**src/rtl/instr_fetch.sv**
```systemverilog
`default_nettype none
// ============================================================================
//  Module   : instr_fetch
//  Purpose  : Instruction fetch stage behind a one-cycle-latency IRAM.
//             Drives the IRAM word address, assembles one-word (opcode) and
//             two-word (opcode + operand) instructions, and presents them to
//             the control unit over a valid/ready handshake. It also handles
//             jump redirects taken at the handshake and halts on ENDOP.
//  Revision : 1.0 - initial release
// ----------------------------------------------------------------------------
//  Parameters
//    RESET_PC       fetch start address, loaded on reset and on start
//  Ports
//    clk            system clock, rising edge
//    rst            asynchronous active-high reset
//    start          begin fetching at RESET_PC (honoured in IDLE / HALT)
//    iram_addr      registered IRAM word address
//    iram_data      IRAM read data, valid one cycle after iram_addr
//    instr_valid    instruction fields valid, held until accepted
//    instr_ready    control unit accepts the instruction
//    instr_opcode   opcode word
//    instr_operand  operand word (0 for one-word instructions)
//    instr_has_arg  instruction is two words
//    instr_pc       address of the opcode word
//    branch_en      redirect request, sampled only on the handshake
//    branch_target  redirect address
//    busy           high in every state except IDLE and HALT
//    halted         high in HALT
//    instr_illegal  sticky illegal-opcode flag
//  Configuration macro
//    IFETCH_OPCHECK_EN  when defined, illegal opcodes halt the fetch and set
//                       instr_illegal; otherwise they are treated as one-word
// ============================================================================
module instr_fetch #(
   parameter logic [15:0] RESET_PC = 16'd0
) (
   input  logic        clk,
   input  logic        rst,
   input  logic        start,
   output logic [15:0] iram_addr,
   input  logic [15:0] iram_data,
   output logic        instr_valid,
   input  logic        instr_ready,
   output logic [15:0] instr_opcode,
   output logic [15:0] instr_operand,
   output logic        instr_has_arg,
   output logic [15:0] instr_pc,
   input  logic        branch_en,
   input  logic [15:0] branch_target,
   output logic        busy,
   output logic        halted,
   output logic        instr_illegal
);

   localparam logic [2:0] S_IDLE     = 3'd0;
   localparam logic [2:0] S_OP_ADDR  = 3'd1;
   localparam logic [2:0] S_OP_DATA  = 3'd2;
   localparam logic [2:0] S_ARG_ADDR = 3'd3;
   localparam logic [2:0] S_ARG_DATA = 3'd4;
   localparam logic [2:0] S_VALID    = 3'd5;
   localparam logic [2:0] S_HALT     = 3'd6;

   localparam logic [15:0] OP_ENDOP  = 16'd51;

   logic [2:0]  state;
   logic [15:0] pc;
   logic [15:0] next_pc;
   logic        fetched_two_word;
   logic        fetched_illegal;

   function automatic logic is_two_word(input logic [15:0] op);
      return op inside {16'd5, 16'd7, 16'd9, 16'd14, 16'd19, 16'd24,
                        16'd46, 16'd48};
   endfunction

`ifdef IFETCH_OPCHECK_EN
   function automatic logic is_legal(input logic [15:0] op);
      return op inside {16'd5, 16'd7, 16'd9, 16'd14, 16'd19, 16'd24,
                        [16'd29:16'd36], 16'd38, 16'd40, 16'd42, 16'd44,
                        16'd46, 16'd48, [16'd50:16'd55], 16'd59};
   endfunction
`endif

   always_comb begin
      fetched_two_word = is_two_word(iram_data);
`ifdef IFETCH_OPCHECK_EN
      fetched_illegal  = !is_legal(iram_data);
`else
      fetched_illegal  = 1'b0;
`endif
      // Successor address for the instruction sitting in VALID; the adds
      // wrap modulo 2^16 by construction of the 16-bit result.
      if (branch_en)
         next_pc = branch_target;
      else if (instr_has_arg)
         next_pc = pc + 16'd2;
      else
         next_pc = pc + 16'd1;
   end

   always_ff @(posedge clk or posedge rst) begin
      if (rst) begin
         state         <= S_IDLE;
         pc            <= RESET_PC;
         iram_addr     <= RESET_PC;
         instr_opcode  <= 16'd0;
         instr_operand <= 16'd0;
         instr_has_arg <= 1'b0;
         instr_pc      <= 16'd0;
      end else begin
         case (state)
            S_IDLE, S_HALT: begin
               if (start) begin
                  pc        <= RESET_PC;
                  iram_addr <= RESET_PC;
                  state     <= S_OP_ADDR;
               end
            end
            // The IRAM registers the addressed word on this edge.
            S_OP_ADDR: state <= S_OP_DATA;
            S_OP_DATA: begin
               instr_opcode  <= iram_data;
               instr_pc      <= pc;
               instr_has_arg <= fetched_two_word;
               if (fetched_illegal) begin
                  state <= S_HALT;
               end else if (fetched_two_word) begin
                  iram_addr <= pc + 16'd1;
                  state     <= S_ARG_ADDR;
               end else begin
                  instr_operand <= 16'd0;
                  state         <= S_VALID;
               end
            end
            S_ARG_ADDR: state <= S_ARG_DATA;
            S_ARG_DATA: begin
               instr_operand <= iram_data;
               state         <= S_VALID;
            end
            S_VALID: begin
               // iram_addr only moves on acceptance, so a stall issues no
               // new IRAM access and a redirect never fetches the wrong path.
               if (instr_ready) begin
                  if (instr_opcode == OP_ENDOP) begin
                     state <= S_HALT;
                  end else begin
                     pc        <= next_pc;
                     iram_addr <= next_pc;
                     state     <= S_OP_ADDR;
                  end
               end
            end
            default: state <= S_IDLE;
         endcase
      end
   end

`ifdef IFETCH_OPCHECK_EN
   logic illegal_flag;

   // Sticky until reset; a restart from HALT leaves it set.
   always_ff @(posedge clk or posedge rst) begin
      if (rst)
         illegal_flag <= 1'b0;
      else if (state == S_OP_DATA && fetched_illegal)
         illegal_flag <= 1'b1;
   end

   assign instr_illegal = illegal_flag;
`else
   assign instr_illegal = 1'b0;
`endif

   assign instr_valid = (state == S_VALID);
   assign halted      = (state == S_HALT);
   assign busy        = (state != S_IDLE) && (state != S_HALT);

endmodule
`default_nettype wire

```
**config.mk**
```make
export PLATFORM = sky130hd
export DESIGN_NAME = instr_fetch
export DESIGN_NICKNAME = d
export VERILOG_FILES = /design/src/rtl/instr_fetch.sv
export SDC_FILE = /design/constraint.sdc
export NUM_CORES = 1
export LEC_CHECK = 0
export BUFFER_PORTS_ARGS = -buffer_cell sky130_fd_sc_hd__buf_2
export CORE_UTILIZATION = 55
export DETAILED_ROUTE_END_ITERATION = 7
export PLACE_DENSITY = 0.82
export REMOVE_ABC_BUFFERS = 1
export SETUP_SLACK_MARGIN = 0.02
export SLEW_MARGIN = 20
export SYNTH_ARGS = -nofsm -noshare
export SYNTH_HDL_FRONTEND = slang
export SYNTH_SLANG_ARGS = --single-unit
export TNS_END_PERCENT = 20
```
**constraint.sdc**
```tcl
create_clock -name clk -period 8 [get_ports clk]
set_clock_uncertainty 0.15 [all_clocks]
set_input_delay 1.6 -clock clk [delete_from_list [all_inputs] [get_ports clk]]
set_output_delay 1.6 -clock clk [all_outputs]
set_load 0.05 [all_outputs]
```
* Word-level counts from Yosys, hierarchy flattened *
Cells that the tools add are included.

word-level totals
  output and inout bits = 69
  input port bits = 37
  word-level logic and storage cells = 57
  flip-flop bits (word level) = 84

operators by class
  $add $sub $neg = 2
  eq/ne operators = 21
  muxes and demuxes = 15
  reductions and logical operators = 12

operators with widths
  kind                                             number
  two-way mux 16 bit                               7
  one-hot mux 16 bit (2 select lines)              2
  == test 16 x 6 -> 1 bit (second input constant)  3
  one-hot mux 16 bit (3 select lines)              1
  == test 16 x 3 -> 1 bit (second input constant)  2
  == test 16 x 4 -> 1 bit (second input constant)  2
  == test 16 x 5 -> 1 bit (second input constant)  2
  one-hot mux 3 bit (6 select lines)               1
  adder 16 x 1 -> 16 bit (second input constant)   1
  adder 16 x 2 -> 16 bit (second input constant)   1
  two-way mux 3 bit                                4
  == test 3 bit (second input constant)            3
  != test 2 bit (second input constant)            4
  nonzero test 8 bit                               1
  == test 3 x 2 -> 1 bit (second input constant)   2
  nonzero test 3 bit                               2
  AND reduction 5 bit                              1
  AND reduction 2 bit                              2
  AND reduction 4 bit                              1
  nonzero test 2 bit                               2
  == test 3 x 1 -> 1 bit (second input constant)   1
  logical NOT 3 bit                                1
  != test 3 bit (second input constant)            1
  != test 2 x 1 -> 1 bit (second input constant)   1
  2 further kinds                                  2

* Longest topological paths before layout *
Gate-level depths: netlist of the first run.

  depth after elaboration = 6
  gate-level depth with buffers = 9
  mapped depth without buffers = 7

* Worst setup path before layout of the first run *
OpenSTA, ideal clock, no wires.

  path kind = input-to-reg
  start point = input iram_data[2]
  end point = register iram_addr[11]
  slack = 4.523 ns
  required time = 7.725 ns
  library setup time = 0.125 ns
  arrival = 3.202 ns
  stages on the path = 6
  buffers on the path = 1
  path through = or4b_2 > a21oi_1 > o311ai_1 > o21bai_1 > buf_4 > mux2_2

on the way
  cells in the longest elaborated chain, start to end = 4
  elaborated cells between the ends (all ways) = 11
  those cells by class = eq/ne: 9; reduce/logical: 2

ends and longest elaborated chain
  element                                          line  source
  start, declared                                  41    input logic [15:0] iram_data,
  == test 16 x 3 -> 1 bit (tied with other cells)  72    return op inside {16'd5, 16'd7, 16'd9, 16'd14, 16'd19, 16'd24,
  nonzero test 8 bit (*)                           72
  != test 2 bit (no line) (*)                      n/a
  AND reduction 5 bit (no line) (*)                n/a
  end signal, assigned                             128   iram_addr <= pc + 16'd1;
  end signal, assigned                             148   iram_addr <= next_pc;
  end, declared                                    40    output logic [15:0] iram_addr,

Every way passes the cells marked *; elsewhere a longest branch is shown, timed or not.
A chain may end at the register's enable or synchronous reset.

* Worst setup path in the final report of the first run *
  start point = register state[1]
  end point = output instr_valid

on the way
  cells in the longest elaborated chain, start to end = 1

ends and longest elaborated chain
  element                 line  source
  start, declared         65    logic [2:0] state;
  start signal, assigned  103   state <= S_IDLE;
  start signal, assigned  116   state <= S_OP_ADDR;
  start signal, assigned  120   S_OP_ADDR: state <= S_OP_DATA;
  == test 3 bit           174   assign instr_valid = (state == S_VALID);
  end, declared           42    output logic instr_valid,

No other way between the ends.

==> results of run 1 <==
worst max-delay path: cells and delay by family (launching register included):
kind	cells	cell delay (ps)
AND/OR/NAND/NOR	1	720
flip-flops	1	440
buffers and inverters	3	1020
cell families after synthesis:
| logic type | count (synthesis) |
|---|---|
| flops | 84 |
| xor+xnor | 24 |
| mux | 20 |
| compound gates | 87 |
| other cells | 1 |
| fa+ha+maj | 2 |
| buf+inv | 48 |
| simple gates | 237 |
worst min path at each step:
stage	from	to	slack [ps]	depth (start not counted)
5_1_grt	instr_pc[3]	instr_pc[3]	350	2
3_3_place_gp	instr_pc[1]	instr_pc[1]	300	2
6_report	instr_pc[6]	instr_pc[6]	320	2
4_1_cts	instr_pc[13]	instr_pc[13]	330	2
2_1_floorplan	pc[15]	instr_pc[15]	370	2
3_5_place_dp	instr_pc[6]	instr_pc[6]	310	2
cell usage after synthesis, types with 2 or more instances:
| cell | number |
|---|---|
| xnor2_1 | 11 |
| a21oi_2 | 10 |
| nand4b_1 | 2 |
| nand3b_1 | 3 |
| o311ai_1 | 2 |
| and3_1 | 3 |
| buf_2 | 7 |
| o21ai_0 | 18 |
| nand3_1 | 3 |
| or4b_2 | 2 |
| or3_1 | 4 |
| a22o_1 | 2 |
| buf_6 | 2 |
| buf_4 | 2 |
| inv_1 | 12 |
| mux2i_1 | 7 |
| or2_2 | 3 |
| mux2_2 | 13 |
| nand2_1 | 143 |
| nor4b_1 | 2 |
| ha_1 | 2 |
| a31oi_1 | 4 |
| nor3_1 | 12 |
| nor2_1 | 34 |
| o21bai_1 | 2 |
| o21a_1 | 4 |
| o32ai_1 | 2 |
| nand4_1 | 8 |
| clkbuf_1 | 24 |
| dfrtp_1 | 84 |
| nor4_1 | 8 |
| a21o_1 | 2 |
| o31ai_1 | 2 |
| xor2_1 | 13 |
| nand2b_1 | 5 |
| o221ai_1 | 4 |
| a21oi_1 | 23 |
cell usage in the layout (no fill, tap or decap), drive strengths merged, types with 5 or more instances in the layout:
cell type and n:
clkbuf 11, xor2 13, nor3 12, o21ai 19
nand2 143, nand2b 5, nand4 8, buf 108
mux2i 7, xnor2 11, inv 12, mux2 13
nor2 34, nor4 8, dfrtp 84, a21oi 33
state kept, by name (all words and copies together) (netlist names):
signal,flops
state,3
instr_opcode,16
instr_operand,16
instr_pc,16
instr_has_arg,1
iram_addr,16
pc,16
metal layers:
metal | GRT usage, % | wire [um]
met4 | 11.8 | 311
met5 | 0 | 0
met1 | 36.8 | 4860
met3 | 4.61 | 613
met2 | 43.5 | 5330
power groups by stage:
stage / Sequential (mW) / Combinational [mW] / Clock, mW
global placement: 0.747 / 1.17 / 0
CTS: 0.746 / 1.20 / 0.369
global route: 0.773 / 1.27 / 0.386
detailed placement: 0.753 / 1.19 / 0
floorplan: 1.21 / 0.422 / 0
finish: 0.749 / 1.20 / 0.366
metrics by stage:
step,setup slack (ps),hold WS [ps]
CTS,3730,327
finish,3700,322
global route,3540,353
floorplan,3650,366
detailed placement,3990,307
global placement,4120,303
layout make-up:
class | count | area [um2] | area share (%)
timing repair buffer | 108 | 554 | 10.7
tap | 102 | 128 | 2.47
multi-input combinational | 371 | 2100 | 40.6
clock inverter | 4 | 97.6 | 1.89
clock buffer | 11 | 141 | 2.73
inverter | 13 | 50.0 | 0.967
sequential | 84 | 2100 | 40.6
==> impl_metrics.py, run 1 <==
metrics = {
    "status": {
        "status": "complete, no violations",
    },
    "sta": {
        "slew_headroom_pct": 34.5,
        "drv_slew": 0,
        "fin_crit_ps": 4300,
        "setup_violations": 0,
        "fin_setup_tns_ps": 0,
        "rsz0062_at_grt": "no",
        "worst_slew_pin_slew_ps": 980,
        "timing_hold_violations_final": 0,
        "fmax_ghz": 0.233,
        "post-route-period-util_pct": 53.7,
    },
    "job": {
        "drv_cap": 0,
    },
    "place": {
        "place_area_um2": 4930,
        "port-buffer-count": 104,
        "placedCellCount": 678,
        "place_congestion": 0.927,
        "dp_hpwl_um": 7440,
    },
    "yosys": {
        "yosysWarnings": 0,
        "synth-simple-area-share_pct": 23.9,
        "synth_edf_count": 0,
        "synth_xor_area_share_pct": 4.77,
        "synth_cells": 503,
        "synth-compound-area-share_pct": 13.2,
        "syn_area_um2": 4410,
        "synthTopCellsByArea": "dfrtp_1, nand2_1, mux2_2, nor2_1, a21oi_1",
        "synth.largest_area_cell": "dfrtp_1",
        "ys_seq_elements": 84,
        "synthMuxAreaShare_pct": 4.91,
        "ys_types": 56,
        "ys_async_sr_fraction_pct": 100,
        "synth_top_family_by_area": "simple AND/OR/NAND/NOR gates",
        "yosysSeqAreaShare_pct": 47.7,
        "synthAdderAreaFrac_pct": 0.568,
        "synth_ff_type": "dfrtp_1",
        "synth_area_per_cell_um2": 8.76,
        "synth_top_area_share_pct": 47.7,
    },
    "routing": {
        "wirelength_um": 11100,
        "avgRoutedWirePerCell_um": 16.0,
        "routed_via_density": 5.83,
        "drc": 0,
        "antenna_left": 0,
        "vias": 4043,
        "first_iter_violations": 210,
        "first_pass_iters": 4,
    },
    "setup_path": {
        "cpPeakStageDelay_ps": 720,
        "required_ps": 6250,
        "cp-endpoint": "instr_valid",
        "ff2ff_setup_slack_ps": 4050,
        "crit_fanout": 24,
        "timing.rr.end": "iram_addr[11]",
        "cp-end-kind": "output pin",
        "reg2regPathDepth": 7,
        "path_cells": "inv_1 > nand3_1 > inv_2 > buf_2",
        "critPathKind": "flop to output pin",
        "cp.arrival_ps": 2550,
        "cp_slowest_cell": "nand3_1",
        "critPathLaunch": "state[1]",
        "reg2reg_from": "state[1]",
        "cp-start-kind": "flop",
    },
    "global_routing": {
        "grt_pass1_wl_um": 18100,
        "antenna_found_initial": 0,
        "grt_max_degree": 85,
        "first_global_vias": 3825,
        "grt-ovfl-total": 0,
        "grt.total_usage_pct": 27.3,
    },
    "power": {
        "pwr-share-comb_pct": 51.8,
        "powerDensity_nw_per_um2": 447,
        "irDropWorstVdd_mv": 0.262,
        "leakage_nw": 2.54,
        "switchingPower_mw": 1.19,
        "power_switching_share_pct": 51.4,
        "seqPwrFrac_pct": 32.4,
        "power.total_mw": 2.31,
        "p_int_mw": 1.12,
        "p_clk_share_pct": 15.8,
    },
    "clock_network": {
        "clock_sinks": 84,
        "clock_latency_ps": 360,
        "cts_buffers": 9,
        "cts_tree": "yes",
        "hold_buffers": 0,
        "post_cts_resized": 0,
        "root_buffer": "clkbuf_8",
        "clk_pin_slew_ps": 80,
        "cts_setup_buffers": 0,
        "cts_max_level": 3,
        "clockBufferDepth": 2,
    },
    "floorplan": {
        "die_area_um2": 8370,
        "start_util_pct": 57.0,
        "fp.dieH_um": 91.5,
        "coreArea_um2": 7730,
        "rows": 32,
        "die_w_um": 91.5,
        "ioPinCount": 106,
    },
    "layout": {
        "antenna_cells": 0,
        "fill_cells": 661,
        "drive_above_1_share_pct": 26.1,
        "final_cell_count_no_fill": 693,
        "fin_util_pct": 67.0,
        "fin_area_um2": 5170,
        "area_delta_synth_final_pct": 17.4,
        "final_nets": 626,
    },
    "hold_path": {
        "min_path_type": "flop to flop",
    },
}
(Power assumes the default switching activity.)
==> run 2, diff against run 1 <==
CORE_UTILIZATION = 49   (was 55)
PLACE_DENSITY = 0.77   (was 0.82)
clock period = 3.5 ns   (was 8 ns; I/O delays follow)
==> run 2 against run 1 <==
  * Die area up 12%
  * Sequential share of layout area up 0.089 points
  * Routed wire length up 1.0%
  * Combinational power up 130%
  * Clock power up 80%
  * Power up 120%
  * Highest routed layer unchanged
==> impl_metrics.py, run 2 (synthesized netlist as in run 1, its figures left out) <==
metrics = {
    "status": {
        "status": "complete, no violations",
    },
    "clock_network": {
        "clk_pin_slew_ps": 80,
        "cts_max_level": 3,
        "cts_setup_buffers": 0,
        "clock_sinks": 84,
        "post_cts_resized": 0,
        "cts_buffers": 9,
        "clock_latency_ps": 350,
        "hold_buffers": 0,
        "cts_tree": "yes",
        "clockBufferDepth": 2,
        "root_buffer": "clkbuf_8",
    },
    "sta": {
        "post-route-period-util_pct": 75.7,
        "fin_crit_ps": 2650,
        "timing.hold.ws_ps": 323,
        "fin_setup_tns_ps": 0,
        "slew_headroom_pct": 48.4,
        "worst_slew_pin_slew_ps": 775,
        "drv_slew": 0,
        "setup_violations": 0,
        "rsz0062_at_grt": "no",
        "fmax_ghz": 0.377,
        "timing_hold_violations_final": 0,
    },
    "layout": {
        "fin_util_pct": 59.2,
        "regArea_um2": 2100,
        "final_cell_mix": "nand2_1, buf_2, dfrtp_1, nor2_1, a21oi_1",
        "final_common_cell": "nand2_1",
        "fill_cells": 760,
        "antenna_cells": 0,
        "final_nets": 632,
        "drive_above_1_share_pct": 26.3,
        "fin_area_um2": 5160,
        "area_delta_synth_final_pct": 17.2,
        "multi_input_area_um2": 2100,
    },
    "hold_path": {
        "min_path_type": "flop to flop",
        "hold_start": "instr_pc[1]",
    },
    "global_routing": {
        "grt_max_degree": 65,
        "grt.total_usage_pct": 24.9,
        "grt-ovfl-total": 0,
        "first_global_vias": 3861,
        "grt_pass1_wl_um": 19000,
        "antenna_found_initial": 0,
    },
    "setup_path": {
        "cp-start-kind": "flop",
        "critPathLaunch": "pc[0]",
        "crit_fanout": 10,
        "cp-end-kind": "flop",
        "ff2ff_setup_slack_ps": 850,
        "reg2reg_from": "pc[0]",
        "critPathKind": "flop to flop",
        "required_ps": 3550,
        "cp-endpoint": "pc[12]",
        "timing.rr.end": "pc[12]",
        "cp.arrival_ps": 2700,
        "reg2regPathDepth": 7,
    },
    "floorplan": {
        "rows": 34,
        "coreArea_um2": 8720,
        "die_w_um": 96.8,
        "die_area_um2": 9380,
        "ioPinCount": 106,
        "start_util_pct": 50.5,
        "fp.dieH_um": 96.8,
    },
    "routing": {
        "first_pass_iters": 5,
        "routed_via_density": 5.52,
        "wirelength_um": 11200,
        "avgRoutedWirePerCell_um": 15.9,
        "antenna_left": 0,
        "vias": 3896,
        "drc": 0,
        "first_iter_violations": 271,
    },
    "power": {
        "power.total_mw": 5.13,
        "irDropWorstVdd_mv": 0.538,
        "leakage_nw": 2.54,
        "powerDensity_nw_per_um2": 994,
    },
    "place": {
        "dp_hpwl_um": 7880,
        "place_area_um2": 4980,
        "place_congestion": 0.896,
        "port-buffer-count": 104,
    },
    "job": {
        "drv_cap": 0,
    },
}
-- run 2: changes by cell type in the layout (fill, tap and decap cells not counted), sizes merged --
cell      delta
bufinv       -2
clkinvlp     -1
clkbuf       +3
buf          +6
inv          +1
-- run 2: routing by layer --
metal	global-route usage, %	routed length, um	share of wire [%]
met5	0	0	0
met4	10.8	296	2.6
met3	3.68	426	3.8
met2	38.8	5250	47
met1	34.6	5260	47
-- run 2: worst min-delay path by stage --
| stage | to | slack (ps) | depth (start not counted) |
|---|---|---|---|
| 3_3_place_gp | instr_pc[4] | 300 | 2 |
| 6_report | instr_pc[1] | 320 | 2 |
| 3_5_place_dp | instr_pc[7] | 310 | 2 |
| 4_1_cts | instr_pc[6] | 330 | 2 |
| 5_1_grt | instr_pc[6] | 350 | 2 |
| 2_1_floorplan | instr_pc[15] | 370 | 2 |
-- run 2: critical path, cell delays in order, from the launching register on --
cell	delay, ps
dfrtp_1	550
ha_1	290
nand3_1	150
nor3_1	320
nor2_1	170
o31a_1	310
o311ai_0	420
mux2i_1	150
-- run 2: through the flow --
step | instances | setup slack [ps]
floorplan | 468 | -21.6
global placement | 690 | 614
detailed placement | 690 | 546
CTS | 706 | 866
global route | 706 | 582
finish | 706 | 849
-- run 2: power breakdown --
part	total, mW	internal [mW]	switching, mW
Combinational	2.75	0.728	2.03
Sequential	1.72	1.37	0.346
Clock	0.659	0.331	0.328
-- run 2: layout make-up --
cell class	count	share of cell area, %
Clock buffer	14	2.76
Clock inverter	2	0.678
Multi-Input combinational cell	371	40.7
Tap cell	108	2.62
Sequential cell	84	40.7
Timing Repair Buffer	114	11.5
Inverter	13	0.993
==> run 3, diff against run 2 <==
ABC_AREA = 1   (was not set)
CORE_UTILIZATION = 54   (was 49)
PLACE_DENSITY = 0.8   (was 0.77)
clock period = 2.5 ns   (was 3.5 ns; I/O delays follow)
==> run 3 against run 2 <==
  * Worst hold slack worse by 310 ps
  * Utilization is 6.2 points higher
  * Sequential power increased by 38%
  * Combinational power increased by 48%
  * Via count is 15% higher
  * Final area grew 3.6%
  * Die area shrank 6.2%
  * Clock-buffer cell count decreased by 4
  * Synthesized cell count up 24%
  * Sequential share of layout area down 1.4 points
  * Register-to-register slack worse by 480 ps
  * Final cell count up 17%
==> impl_metrics.py, run 3 <==
metrics = {
    "global_routing": {
        "grtUsageMet2_pct": 43.1,
        "first_global_vias": 4155,
        "grt-busiest-layer": "met2",
        "grt_max_degree": 33,
        "grt.total_usage_pct": 28.7,
        "grt-ovfl-total": 0,
        "antenna_found_initial": 0,
        "grt_use_met1_pct": 41.8,
        "use_met3_pct": 4.85,
        "grt_pass1_wl_um": 19600,
    },
    "yosys": {
        "syn_area_um2": 4550,
        "yosysWarnings": 0,
        "yosysMostFrequentCell": "nand2_1",
        "synthAdderAreaFrac_pct": 0.550,
        "ys_async_sr_fraction_pct": 100,
        "ys_types": 35,
        "synth_top_area_share_pct": 46.2,
        "synth-simple-area-share_pct": 32.7,
        "synthTopCellsByArea": "dfrtp_1, nand2_1, o21ai_0, nand3_1, nor2_1",
        "synth_xor_area_share_pct": 1.35,
        "synth-compound-area-share_pct": 11.2,
        "synthMuxAreaShare_pct": 0,
        "synth_top_family_by_area": "simple AND/OR/NAND/NOR gates",
        "synth.largest_area_cell": "dfrtp_1",
        "yosysSeqAreaShare_pct": 46.2,
        "synth_area_per_cell_um2": 7.29,
        "synth_ff_type": "dfrtp_1",
        "synth_common_cells": "nand2_1, dfrtp_1, o21ai_0",
        "synth_edf_count": 0,
        "synth_cells": 624,
        "ys_seq_elements": 84,
    },
    "place": {
        "place_congestion": 0.900,
        "dp_hpwl_um": 8460,
        "port-buffer-count": 104,
        "place_area_um2": 5150,
        "placedCellCount": 813,
    },
    "power": {
        "p_int_mw": 3.32,
        "switchingPower_mw": 4.12,
        "powerDensity_nw_per_um2": 1390,
        "leakage_nw": 2.85,
        "irDropWorstVdd_mv": 0.744,
        "pwr-share-comb_pct": 54.8,
        "seqPwrFrac_pct": 31.8,
        "power_switching_share_pct": 55.4,
        "p_clk_share_pct": 13.4,
    },
    "sta": {
        "post-route-period-util_pct": 88.7,
        "fmax_ghz": 0.451,
        "drv_slew": 0,
        "setup_violations": 0,
        "rsz0062_at_grt": "no",
        "timing_hold_violations_final": 0,
        "timing.hold.ws_ps": 17.5,
        "slew_headroom_pct": 46.1,
        "fin_crit_ps": 2220,
        "worst_slew_pin_slew_ps": 808,
    },
    "floorplan": {
        "fp.dieH_um": 93.8,
        "rows": 33,
        "die_area_um2": 8800,
        "ioPinCount": 106,
        "die_w_um": 93.8,
        "coreArea_um2": 8180,
        "start_util_pct": 55.6,
    },
    "layout": {
        "final_nets": 758,
        "fill_cells": 756,
        "area_delta_synth_final_pct": 17.6,
        "final_cell_mix": "nand2_1, buf_2, dfrtp_1, o21ai_0, nand3_1",
        "final_cell_count_no_fill": 829,
        "final_common_cell": "nand2_1",
        "antenna_cells": 0,
        "drive_above_1_share_pct": 20.3,
        "fin_area_um2": 5350,
    },
    "clock_network": {
        "clock_latency_ps": 360,
        "clockBufferDepth": 2,
        "clock_sinks": 84,
        "cts_setup_buffers": 0,
        "cts_max_level": 3,
        "clk_pin_slew_ps": 90,
        "cts_tree": "yes",
        "hold_buffers": 0,
        "post_cts_resized": 0,
        "root_buffer": "clkbuf_8",
        "cts_buffers": 9,
    },
    "routing": {
        "vias": 4471,
        "avgRoutedWirePerCell_um": 14.2,
        "routed_via_density": 5.39,
        "antenna_left": 0,
        "wirelength_um": 11800,
        "first_pass_iters": 7,
        "first_iter_violations": 307,
        "drc": 0,
    },
    "status": {
        "status": "complete, no violations",
    },
    "setup_path": {
        "required_ps": 1850,
        "critPathKind": "flop to output pin",
        "cp.arrival_ps": 1570,
        "cp-start-kind": "flop",
        "crit_fanout": 8,
        "cp-end-kind": "output pin",
    },
    "job": {
        "drv_cap": 0,
    },
    "hold_path": {
        "min_path_type": "input pin to asynchronous set/reset pin",
    },
}
[run 3: worst paths after layout]
check	startpoint	end	slack, ps	depth (start not counted)
max	state[1]	instr_valid	280	3
min	rst	instr_opcode[5]	20	2
max reg2reg	state[1]	iram_addr[4]	370	11
min reg2reg	instr_pc[1]	instr_pc[1]	320	2
max in group asynchronous	rst	instr_pc[15]	1630	3
min in group clk	iram_data[12]	instr_opcode[12]	220	3
[run 3: routing by layer]
layer	vias up	part of all wire, %
met3	21	7.0
met5	-	0
met1	2048	47
met2	196	44
met4	0	1.8
li1	2206	-
[run 3: critical path, stage by stage (launching register included)]
cell and delay (ps):
dfrtp_1 460, or2_4 290, nor2_4 160, buf_2 300
[run 3: metrics by stage]
step | power (mW) | setup WS (ps) | TNS [ps] | utilization [%]
2_1_floorplan | 5.30 | -318 | -31920 | -
3_3_place_gp | 6.33 | 446 | 0 | 63.0
3_5_place_dp | 6.43 | 380 | 0 | 63.0
4_1_cts | 7.44 | 266 | 0 | 65.4
5_1_grt | 7.90 | 158 | 0 | 65.4
6_report | 7.44 | 282 | 0 | 65.4
[run 3: power groups by stage]
stage	Combinational (mW)	Sequential, mW	Clock (mW)
floorplan	1.45	3.85	0
global placement	3.99	2.35	0
detailed placement	4.06	2.37	0
CTS	4.07	2.35	1.01
global route	4.39	2.43	1.07
finish	4.07	2.37	0.999
[run 3: layout make-up]
class	instances	area, um2	share of cell area, %
clock buffers	10	138	2.57
clock inverters	6	63.8	1.19
inverters	56	214	4.00
multi-input cells	455	2090	39.0
flip-flops and latches	84	2100	39.3
well taps	105	131	2.46
repair buffers	113	613	11.5
[run 3: logic make-up after synthesis]
group | Yosys count
and+or+nand+nor | 350
AOI/OAI and AO/OA | 95
buffers and inverters | 85
DFF | 84
xor gates and xnor gates | 7
adders and majority gates | 2
other | 1
